### config.mk
export PLATFORM = sky130hd
export DESIGN_NAME = multichannel_comb
export DESIGN_NICKNAME = d
export VERILOG_FILES = /design/src/rtl/comb_pkg.sv /design/src/rtl/comb_history.sv /design/src/rtl/multichannel_comb.sv
export SDC_FILE = /design/constraint.sdc
export NUM_CORES = 1
export LEC_CHECK = 0
export ABC_AREA = 1
export CAP_MARGIN = 20
export CORE_ASPECT_RATIO = 1.2
export CORE_MARGIN = 8
export CORE_UTILIZATION = 44
export DETAILED_ROUTE_END_ITERATION = 7
export GPL_ROUTABILITY_DRIVEN = 0
export GPL_TIMING_DRIVEN = 1
export PLACE_DENSITY = 0.75
export SLEW_MARGIN = 20
export SYNTH_ARGS = -nofsm -noshare
export SYNTH_HDL_FRONTEND = slang
export SYNTH_SLANG_ARGS = --single-unit
### constraint.sdc
create_clock -name clock -period 1.5 [get_ports clock]
set_input_delay 0.15 -clock clock [delete_from_list [all_inputs] [get_ports clock]]
set_output_delay 0.15 -clock clock [all_outputs]
set_load 0.005 [all_outputs]
### src/rtl/comb_pkg.sv
// Shared helpers for the multichannel comb stage: channel index width and
// WIDTH -> WIDTH+1 sign/zero extension of samples.
package comb_pkg;

    localparam int EXT_MAX_WIDTH = 32;

    function automatic int ch_width(input int channels);
        return (channels > 1) ? $clog2(channels) : 1;
    endfunction

    // Bits at and above position 'width' are filled with the sample's sign when is_signed is set.
    function automatic logic [EXT_MAX_WIDTH:0] ext(
        input logic [EXT_MAX_WIDTH-1:0] value,
        input int                       width,
        input logic                     is_signed
    );
        logic [EXT_MAX_WIDTH:0] one_w;
        logic [EXT_MAX_WIDTH:0] wide;
        logic [EXT_MAX_WIDTH:0] upper;
        logic                   fill;
        one_w = {{EXT_MAX_WIDTH{1'b0}}, 1'b1};
        wide  = {1'b0, value};
        upper = ~((one_w << width) - one_w);
        fill  = is_signed & (|((wide >> (width - 1)) & one_w));
        return fill ? (wide | upper) : wide;
    endfunction

endpackage

### src/rtl/comb_history.sv
// Per-channel DELAY-deep sample history: read of the oldest entry of one
// channel and shift-in of a new sample into the addressed channel.
module comb_history
    import comb_pkg::*;
#(
    parameter  int WIDTH    = 8,
    parameter  int DELAY    = 1,
    parameter  int CHANNELS = 1,
    localparam int CH_W     = ch_width(CHANNELS)
) (
    input  logic             clock,
    input  logic             reset,
    input  logic [CH_W-1:0]  rd_channel,
    output logic [WIDTH-1:0] oldest,
    input  logic             wr_en,
    input  logic [CH_W-1:0]  wr_channel,
    input  logic [WIDTH-1:0] wr_data
);

    logic [WIDTH-1:0] hist_r [CHANNELS][DELAY];

    assign oldest = hist_r[rd_channel][DELAY-1];

    // Shift register per channel; only the written channel moves.
    always_ff @(posedge clock) begin
        if (reset) begin
            for (int c = 0; c < CHANNELS; c++) begin
                for (int d = 0; d < DELAY; d++) begin
                    hist_r[c][d] <= {WIDTH{1'b0}};
                end
            end
        end else if (wr_en) begin
            for (int d = DELAY - 1; d > 0; d--) begin
                hist_r[wr_channel][d] <= hist_r[wr_channel][d-1];
            end
            hist_r[wr_channel][0] <= wr_data;
        end else begin
            hist_r <= hist_r;
        end
    end

endmodule

### src/rtl/multichannel_comb.sv
// Time-multiplexed comb stage: y = x[n] - x[n-DELAY] per interleaved channel,
// one bit of growth, one-cycle registered latency with valid/ready handshake.
module multichannel_comb
    import comb_pkg::*;
#(
    parameter  int WIDTH    = 8,
    parameter  int DELAY    = 1,
    parameter  int CHANNELS = 1,
    parameter  int SIGNED   = 1,
    localparam int CH_W     = ch_width(CHANNELS)
) (
    input  logic             clock,
    input  logic             reset,
    input  logic             in_valid,
    output logic             in_ready,
    input  logic             in_first,
    input  logic [WIDTH-1:0] in_data,
    input  logic             hold,
    output logic             out_valid,
    input  logic             out_ready,
    output logic [WIDTH:0]   out_data,
    output logic [CH_W-1:0]  out_channel
);

    logic             accept_s;
    logic [CH_W-1:0]  acc_channel_s;
    logic [CH_W-1:0]  next_cnt_s;
    logic [WIDTH-1:0] oldest_s;
    logic [WIDTH:0]   diff_s;
    logic [CH_W-1:0]  ch_cnt_r;
    logic             out_valid_r;
    logic [WIDTH:0]   out_data_r;
    logic [CH_W-1:0]  out_channel_r;

    assign in_ready    = !out_valid_r || out_ready;
    assign accept_s    = in_valid && in_ready;
    assign out_valid   = out_valid_r;
    assign out_data    = out_data_r;
    assign out_channel = out_channel_r;

    // Channel of the current sample and the counter value that follows it.
    always_comb begin
        acc_channel_s = in_first ? {CH_W{1'b0}} : ch_cnt_r;
        next_cnt_s    = {CH_W{1'b0}};
        if (CHANNELS == 1) begin
            next_cnt_s = {CH_W{1'b0}};
        end else if (acc_channel_s == CH_W'(CHANNELS - 1)) begin
            next_cnt_s = {CH_W{1'b0}};
        end else begin
            next_cnt_s = acc_channel_s + {{(CH_W-1){1'b0}}, 1'b1};
        end
    end

    // Both operands are widened to WIDTH+1 first, so the difference can never wrap.
    assign diff_s = (WIDTH+1)'(ext(EXT_MAX_WIDTH'(in_data), WIDTH, SIGNED != 0)
                             - ext(EXT_MAX_WIDTH'(oldest_s), WIDTH, SIGNED != 0));

    comb_history #(
        .WIDTH    (WIDTH),
        .DELAY    (DELAY),
        .CHANNELS (CHANNELS)
    ) u_history (
        .clock      (clock),
        .reset      (reset),
        .rd_channel (acc_channel_s),
        .oldest     (oldest_s),
        .wr_en      (accept_s && !hold),
        .wr_channel (acc_channel_s),
        .wr_data    (in_data)
    );

    // Channel counter and output register with handshake.
    always_ff @(posedge clock) begin
        if (reset) begin
            ch_cnt_r      <= {CH_W{1'b0}};
            out_valid_r   <= 1'b0;
            out_data_r    <= {(WIDTH+1){1'b0}};
            out_channel_r <= {CH_W{1'b0}};
        end else if (accept_s) begin
            ch_cnt_r      <= next_cnt_s;
            out_valid_r   <= 1'b1;
            out_data_r    <= diff_s;
            out_channel_r <= acc_channel_s;
        end else if (out_ready) begin
            out_valid_r   <= 1'b0;
        end else begin
            out_valid_r   <= out_valid_r;
        end
    end

endmodule
==> run_summary.xml, run 1 <==
<?xml version="1.0" encoding="UTF-8"?>
<metrics>
  <group name="run_status">
    <metric name="run_status" unit="">finished clean</metric>
  </group>
  <group name="critical_path">
    <metric name="critPathLaunchType" unit="">flop</metric>
    <metric name="crit_path_max_fanout" unit="">3</metric>
    <metric name="cp_data_arrival_time" unit="ps">1680</metric>
    <metric name="max_stage_delay" unit="ps">350</metric>
    <metric name="critical_path_class" unit="">reg2reg</metric>
    <metric name="timing.critical_path.slowest_stage_cell" unit="">dfxtp_2</metric>
    <metric name="chain_of_cells_forming_the_critical_path" unit="">ha_4 &gt; fa_2 &gt; inv_2 &gt; nand2_2 &gt; nand2_2 &gt; nand3b_1 &gt; nand3_1 &gt; nand3_1 &gt; nand2_1 &gt; inv_1</metric>
    <metric name="cp_buf_inv_count" unit="">2</metric>
    <metric name="crit_required" unit="ps">1720</metric>
    <metric name="cpLargestDelayFamily" unit="">adder cells</metric>
    <metric name="critical_path.endpoint_type" unit="">flop</metric>
  </group>
  <group name="synth">
    <metric name="synth.cell_area" unit="mm^2">0.001091</metric>
    <metric name="synth_cell_type_count" unit="">22</metric>
    <metric name="count_of_mapped_cells_out_of_synthesis" unit="">158</metric>
    <metric name="ys_seq_area_share" unit="%">33.03</metric>
    <metric name="synth.avg_cell_area" unit="um^2">6.905</metric>
    <metric name="warnings_from_yosys" unit="">0</metric>
    <metric name="synth.ff_latch_count" unit="">18</metric>
    <metric name="syn-num-nets" unit="">181</metric>
  </group>
  <group name="clock_tree">
    <metric name="clock_latency" unit="ps">300</metric>
    <metric name="cts_tree" unit="">yes</metric>
    <metric name="clock_path_buffers" unit="">2</metric>
    <metric name="cts.root.buffer_cell" unit="">clkbuf_4</metric>
    <metric name="cts_hold_buf" unit="">0</metric>
    <metric name="ctsHtreeMaxLevel" unit="">1</metric>
    <metric name="cts_made_buffers" unit="">3</metric>
    <metric name="cts_num_sinks" unit="">18</metric>
    <metric name="clk_pin_slew" unit="ps">100</metric>
    <metric name="postCtsSetupRepairBufs" unit="">0</metric>
  </group>
  <group name="flow_run">
    <metric name="maxCapViolations" unit="">0</metric>
  </group>
  <group name="die">
    <metric name="std_cell_rows" unit="">19</metric>
    <metric name="dieArea" unit="mm^2">0.004336</metric>
    <metric name="floorplan.initialDensity" unit="%">46.83</metric>
    <metric name="design.portCount" unit="">26</metric>
    <metric name="floorplan.core_area" unit="mm^2">0.002330</metric>
    <metric name="fp.dieW" unit="um">61.46</metric>
    <metric name="die-height" unit="um">70.55</metric>
  </group>
  <group name="finish">
    <metric name="layout.nets" unit="">220</metric>
    <metric name="most_common_library_cell_in_the_layout_ignoring_fill_and_taps" unit="">inv_1</metric>
    <metric name="area.growth.synth_to_final" unit="%">40.48</metric>
    <metric name="design_area" unit="mm^2">0.001533</metric>
    <metric name="layout.cells.non_filler" unit="">227</metric>
    <metric name="antenna_cells" unit="">0</metric>
    <metric name="layout.cells.most_common_list" unit="">31 x inv_1, 28 x nand2_1, 21 x clkdlybuf4s50_1, 17 x nor2_1, 16 x dfxtp_1</metric>
    <metric name="ratio_of_cells_with_drive_above_1_in_the_final_layout" unit="%">17.86</metric>
    <metric name="num-fill-cells" unit="">227</metric>
  </group>
  <group name="timing">
    <metric name="timing_hold_violations_final" unit="">0</metric>
    <metric name="final_max_slew_viol_count" unit="">0</metric>
    <metric name="final_period_minus_worst_setup_slack" unit="ps">1469</metric>
    <metric name="finClkSkew" unit="ps">4.725</metric>
    <metric name="setup_viol_count_final" unit="">0</metric>
    <metric name="min_period_over_period" unit="%">97.91</metric>
    <metric name="whs" unit="ps">296.6</metric>
    <metric name="max_freq" unit="GHz">0.6809</metric>
    <metric name="final_critical_path_setup_slack" unit="ps">31.38</metric>
    <metric name="rsz0062_at_grt" unit="">yes</metric>
  </group>
  <group name="power_and_ir_drop">
    <metric name="peakVddDrop" unit="V">0.0005640</metric>
    <metric name="powerDensity" unit="mW/mm^2">835.3</metric>
    <metric name="p_leak" unit="nW">0.7637</metric>
  </group>
  <group name="global_routing">
    <metric name="number_of_antenna_violations_at_the_first_check_in_global_routing" unit="">0</metric>
    <metric name="grt_start_max_net_pins" unit="">17</metric>
    <metric name="via_count_of_the_first_global_routing_pass" unit="">1092</metric>
    <metric name="grt_overflow" unit="">0</metric>
    <metric name="grtUsageTotal" unit="%">12.19</metric>
    <metric name="grt_first_pass_wirelength" unit="um">4222</metric>
  </group>
  <group name="placement">
    <metric name="placed_standard_cell_area" unit="mm^2">0.001454</metric>
    <metric name="placement.setup.worst_slack" unit="ps">-412.8</metric>
    <metric name="place.detailed.instances" unit="">223</metric>
    <metric name="numPortBuffers" unit="">23</metric>
    <metric name="place_hpwl" unit="um">1944</metric>
  </group>
  <group name="detailed_routing">
    <metric name="route.detailed.vias_per_inst" unit="">4.652</metric>
    <metric name="drc_errors" unit="">0</metric>
    <metric name="firstDrtPassIters" unit="">4</metric>
    <metric name="via_count" unit="">1056</metric>
    <metric name="antenna_violation_net_count_after_detailed_routing" unit="">0</metric>
    <metric name="wire_length_reported_by_the_detailed_router" unit="um">2476</metric>
    <metric name="drt_iter0_drc" unit="">15</metric>
    <metric name="wire_per_inst" unit="um">10.91</metric>
  </group>
  <group name="min_path">
    <metric name="hold_path_class" unit="">in2reg</metric>
  </group>
</metrics>
[routing by layer]
layer  GRT usage [%]  vias to the layer above  wire, um
li1                -                      561         -
met1           12.24                      468      1073
met2           22.38                       22      1246
met3           1.808                        5        92
met4           6.853                        0        63
met5               0                        -         0
[cell usage after synthesis]
cell type	instances	area (um^2)
dfxtp_1	18	360.4
inv_1	32	120.1
a211oi_1	1	7.510
a21oi_1	13	65.06
conb_1	1	3.750
buf_6	2	22.52
clkbuf_1	1	3.750
nand2_1	30	112.6
or2_2	2	12.51
o21ai_0	10	50.05
fa_1	1	20.02
nand3b_1	2	15.01
or2_1	1	6.260
nand2_4	2	22.52
nand3_1	10	50.05
buf_4	2	15.01
xnor2_1	2	17.52
o21ai_1	1	5.000
ha_1	8	100.1
xor2_1	1	8.760
o21ai_2	1	8.760
nor2_1	17	63.81
[flip-flops by register name (all words and copies together), names as in the netlist]
name,flops
out_data,9
out_valid,1
u_history.hist_r,8
[worst reg2reg max path: cells and delay by family, from the launching register on]
family | cells | cell delay [ps]
adder cells (fa/ha/maj) | 2 | 500
flip-flops | 1 | 350
buffers and inverters | 2 | 110
AND/OR/NAND/NOR | 6 | 430
[power by group]
part | internal, mW | switching (mW)
logic | 0.232 | 0.205
clock network | 0.148 | 0.154
registers | 0.521 | 0.0194
[cell families after synthesis]
logic type      share of synthesized area, %
fa+ha+maj                              11.01
simple gates                           25.92
flops                                  33.03
xor+xnor                               2.409
compound gates                         12.50
buf+inv                                14.79
other cells                           0.3437
[worst paths after layout]
kind                    endpoint  slack [ps]  depth (start not counted)                start
max                  out_data[6]          30                         10  u_history.hist_r[0]
min          u_history.hist_r[0]         300                          3           in_data[0]
max reg2reg          out_data[6]          30                         10  u_history.hist_r[0]
min reg2reg  u_history.hist_r[3]         470                          2  u_history.hist_r[3]
[timing repair]
action,4_1_cts,5_1_grt
endpoints found under the hold margin,0,0
pin swaps,6,8
setup endpoints to repair,4,7
gates resized for setup,9,5
[area by class of cell]
cell class,instances,area [um^2],share of cell area (%)
Clock buffer,4,36.28,2.367
Sequential cell,18,362.8,23.67
Multi-Input combinational cell,103,610.6,39.84
Timing Repair Buffer,39,364.1,23.76
Tap cell,31,38.79,2.531
Inverter,32,120.1,7.837
[stage by stage]
stage | power, mW | utilization, % | setup TNS, ps
finish | 1.280 | 65.79 | 0
global route | 1.372 | 65.79 | -239.4
CTS | 1.278 | 64.77 | -50.50
detailed placement | 0.9658 | 62.41 | -2770
global placement | 0.9516 | 62.41 | -2369
floorplan | 0.7838 | - | 0
(Power assumes the default switching activity.)
==> run 2: changes to the inputs <==
- CTS_BUF_LIST: unset -> sky130_fd_sc_hd__clkbuf_8 sky130_fd_sc_hd__clkbuf_16
==> run_summary.xml, run 2 (synthesis gave the netlist of run 1 again) <==
<?xml version="1.0" encoding="UTF-8"?>
<metrics>
  <group name="timing">
    <metric name="rsz0062_at_grt" unit="">yes</metric>
    <metric name="finClkSkew" unit="ps">3.559</metric>
    <metric name="setup_viol_count_final" unit="">0</metric>
    <metric name="final_period_minus_worst_setup_slack" unit="ps">1454</metric>
    <metric name="final_critical_path_setup_slack" unit="ps">45.58</metric>
    <metric name="timing_hold_violations_final" unit="">0</metric>
    <metric name="min_period_over_period" unit="%">96.96</metric>
    <metric name="max_freq" unit="GHz">0.6876</metric>
    <metric name="final_max_slew_viol_count" unit="">0</metric>
  </group>
  <group name="detailed_routing">
    <metric name="antenna_violation_net_count_after_detailed_routing" unit="">0</metric>
    <metric name="via_count" unit="">1057</metric>
    <metric name="route.detailed.vias_per_inst" unit="">4.656</metric>
    <metric name="wire_per_inst" unit="um">11.50</metric>
    <metric name="wire_length_reported_by_the_detailed_router" unit="um">2610</metric>
    <metric name="drt_iter0_drc" unit="">10</metric>
    <metric name="drc_errors" unit="">0</metric>
    <metric name="firstDrtPassIters" unit="">4</metric>
  </group>
  <group name="power_and_ir_drop">
    <metric name="powerDensity" unit="mW/mm^2">879.2</metric>
    <metric name="peakVddDrop" unit="V">0.0004866</metric>
    <metric name="share_of_total_power_in_the_clock_network" unit="%">28.5</metric>
    <metric name="p_leak" unit="nW">0.7906</metric>
    <metric name="post_route_total_power" unit="mW">1.383</metric>
    <metric name="net-switching-power" unit="mW">0.3924</metric>
    <metric name="comb_power_share" unit="%">32.4</metric>
    <metric name="internal_power" unit="mW">0.9904</metric>
    <metric name="sw_frac_of_total" unit="%">28.38</metric>
    <metric name="p_seq_share" unit="%">39.1</metric>
  </group>
  <group name="die">
    <metric name="die-height" unit="um">70.55</metric>
    <metric name="floorplan.core_area" unit="mm^2">0.002330</metric>
    <metric name="dieArea" unit="mm^2">0.004336</metric>
    <metric name="std_cell_rows" unit="">19</metric>
    <metric name="design.portCount" unit="">26</metric>
    <metric name="floorplan.initialDensity" unit="%">46.83</metric>
    <metric name="fp.dieW" unit="um">61.46</metric>
  </group>
  <group name="placement">
    <metric name="placement.setup.worst_slack" unit="ps">-412.8</metric>
    <metric name="numPortBuffers" unit="">23</metric>
    <metric name="place_hpwl" unit="um">1944</metric>
  </group>
  <group name="global_routing">
    <metric name="grt_start_max_net_pins" unit="">17</metric>
    <metric name="number_of_antenna_violations_at_the_first_check_in_global_routing" unit="">0</metric>
    <metric name="grtUsageTotal" unit="%">12.65</metric>
    <metric name="grt_first_pass_wirelength" unit="um">4353</metric>
    <metric name="via_count_of_the_first_global_routing_pass" unit="">1112</metric>
    <metric name="grt_overflow" unit="">0</metric>
  </group>
  <group name="critical_path">
    <metric name="cpLargestDelayFamily" unit="">buffers and inverters</metric>
    <metric name="critical_path_class" unit="">in2reg</metric>
    <metric name="critical_path.endpoint_type" unit="">flop</metric>
    <metric name="cpMostUsedCell" unit="">nand2_1</metric>
    <metric name="rr_endpoint" unit="">out_data[6]</metric>
    <metric name="cp_buf_inv_count" unit="">3</metric>
    <metric name="chain_of_cells_forming_the_critical_path" unit="">clkdlybuf4s50_1 &gt; ha_1 &gt; nand2_1 &gt; inv_1 &gt; a21oi_1 &gt; nand2_1 &gt; nand2_1 &gt; nand3_1 &gt; nand2_1 &gt; inv_1</metric>
    <metric name="critPathLaunchType" unit="">primary input</metric>
    <metric name="ff2ff_setup_slack" unit="ps">50</metric>
    <metric name="crit_path_max_fanout" unit="">4</metric>
    <metric name="cp_data_arrival_time" unit="ps">1620</metric>
    <metric name="critical_path.reg2reg.startpoint" unit="">u_history.hist_r[0]</metric>
    <metric name="crit_required" unit="ps">1660</metric>
    <metric name="rr_worst_depth" unit="">10</metric>
    <metric name="timing.critical_path.slowest_stage_cell" unit="">clkdlybuf4s50_1</metric>
    <metric name="max_stage_delay" unit="ps">430</metric>
  </group>
  <group name="clock_tree">
    <metric name="cts_made_buffers" unit="">3</metric>
    <metric name="cts_num_sinks" unit="">18</metric>
    <metric name="ctsHtreeMaxLevel" unit="">1</metric>
    <metric name="cts_tree" unit="">yes</metric>
    <metric name="clk_pin_slew" unit="ps">70</metric>
    <metric name="clock_path_buffers" unit="">2</metric>
    <metric name="cts.root.buffer_cell" unit="">clkbuf_8</metric>
    <metric name="clock_latency" unit="ps">250</metric>
  </group>
  <group name="min_path">
    <metric name="hold_path_class" unit="">in2reg</metric>
    <metric name="worstHoldPathCells" unit="">3</metric>
    <metric name="worst_hold_startpoint" unit="">in_data[3]</metric>
    <metric name="worst_hold_end" unit="">u_history.hist_r[3]</metric>
  </group>
  <group name="finish">
    <metric name="layout.nets" unit="">220</metric>
    <metric name="antenna_cells" unit="">0</metric>
    <metric name="layout.cells.most_common_list" unit="">30 x inv_1, 27 x nand2_1, 19 x clkdlybuf4s50_1, 17 x dfxtp_1, 16 x nor2_1</metric>
    <metric name="area.growth.synth_to_final" unit="%">44.15</metric>
    <metric name="largest_reg_flops" unit="">9</metric>
    <metric name="most_common_library_cell_in_the_layout_ignoring_fill_and_taps" unit="">inv_1</metric>
    <metric name="ratio_of_cells_with_drive_above_1_in_the_final_layout" unit="%">19.39</metric>
  </group>
  <group name="run_status">
    <metric name="run_status" unit="">finished clean</metric>
  </group>
  <group name="flow_run">
    <metric name="maxCapViolations" unit="">0</metric>
  </group>
</metrics>
## run 2: cell count changes in the layout (fill, tap and decap cells not counted), moves of 2 or more
cell	before	now
clkbuf_8	1	4
clkdlybuf4s50_1	21	19
clkbuf_4	3	0
dlymetal6s2s_1	1	3
## run 2: power by group through the flow
stage | Sequential, mW | Combinational [mW] | Clock [mW]
floorplan | 0.551 | 0.233 | 0
global placement | 0.547 | 0.404 | 0
detailed placement | 0.550 | 0.416 | 0
CTS | 0.541 | 0.427 | 0.406
global route | 0.545 | 0.510 | 0.417
finish | 0.540 | 0.448 | 0.395
## run 2: what timing repair did
action	CTS	global route
resized for setup	8	11
hold buffers	0	0
setup endpoints to repair	4	8
pin swaps	6	9
buffers inserted	0	0
## run 2: cell type report
cell class / count / area (um^2)
fillers: 216 / 757.0
multi-input cells: 103 / 628.1
repair buffers: 39 / 369.1
flip-flops and latches: 18 / 361.6
inverters: 32 / 120.1
clock buffers: 4 / 55.05
well taps: 31 / 38.79
## run 2: routing by layer
metal  vias to the layer above  part of all wire [%]  track usage, %  wire length [um]
li1                        560                     -               -                 -
met1                       462                    41           12.55              1068
met2                        26                    51           23.08              1328
met3                         9                   4.4           1.808               116
met4                         0                   3.7           7.868                96
met5                         -                     0               0                 0
## run 2: how the worst max path moves through the flow
stage / slack [ps] / start / endpoint / depth (start not counted)
3_5_place_dp: -410 / in_data[0] / out_data[4] / 11
3_3_place_gp: -370 / in_data[0] / out_data[4] / 11
5_1_grt: -100 / u_history.hist_r[7] / out_data[8] / 10
2_1_floorplan: 40 / u_history.hist_r[0] / out_data[4] / 9
6_report: 50 / in_data[6] / out_data[8] / 10
4_1_cts: -30 / u_history.hist_r[0] / out_data[6] / 10
## run 2: worst min-delay path, cell delays in order
cell	delay, ps
dlymetal6s2s_1	150
o21ai_0	110
a21oi_1	120
## run 2: stage by stage
step                cells  cell area [um^2]  utilization [%]  setup TNS, ps  hold WS (ps)
CTS                   227              1526            65.52         -46.73         330.9
finish                227              1573            67.51              0         306.1
global route          227              1573            67.51         -259.9         340.8
global placement      223              1454            62.41          -2369         436.9
detailed placement    223              1454            62.41          -2770         444.9
floorplan             158              1094                -              0         306.5
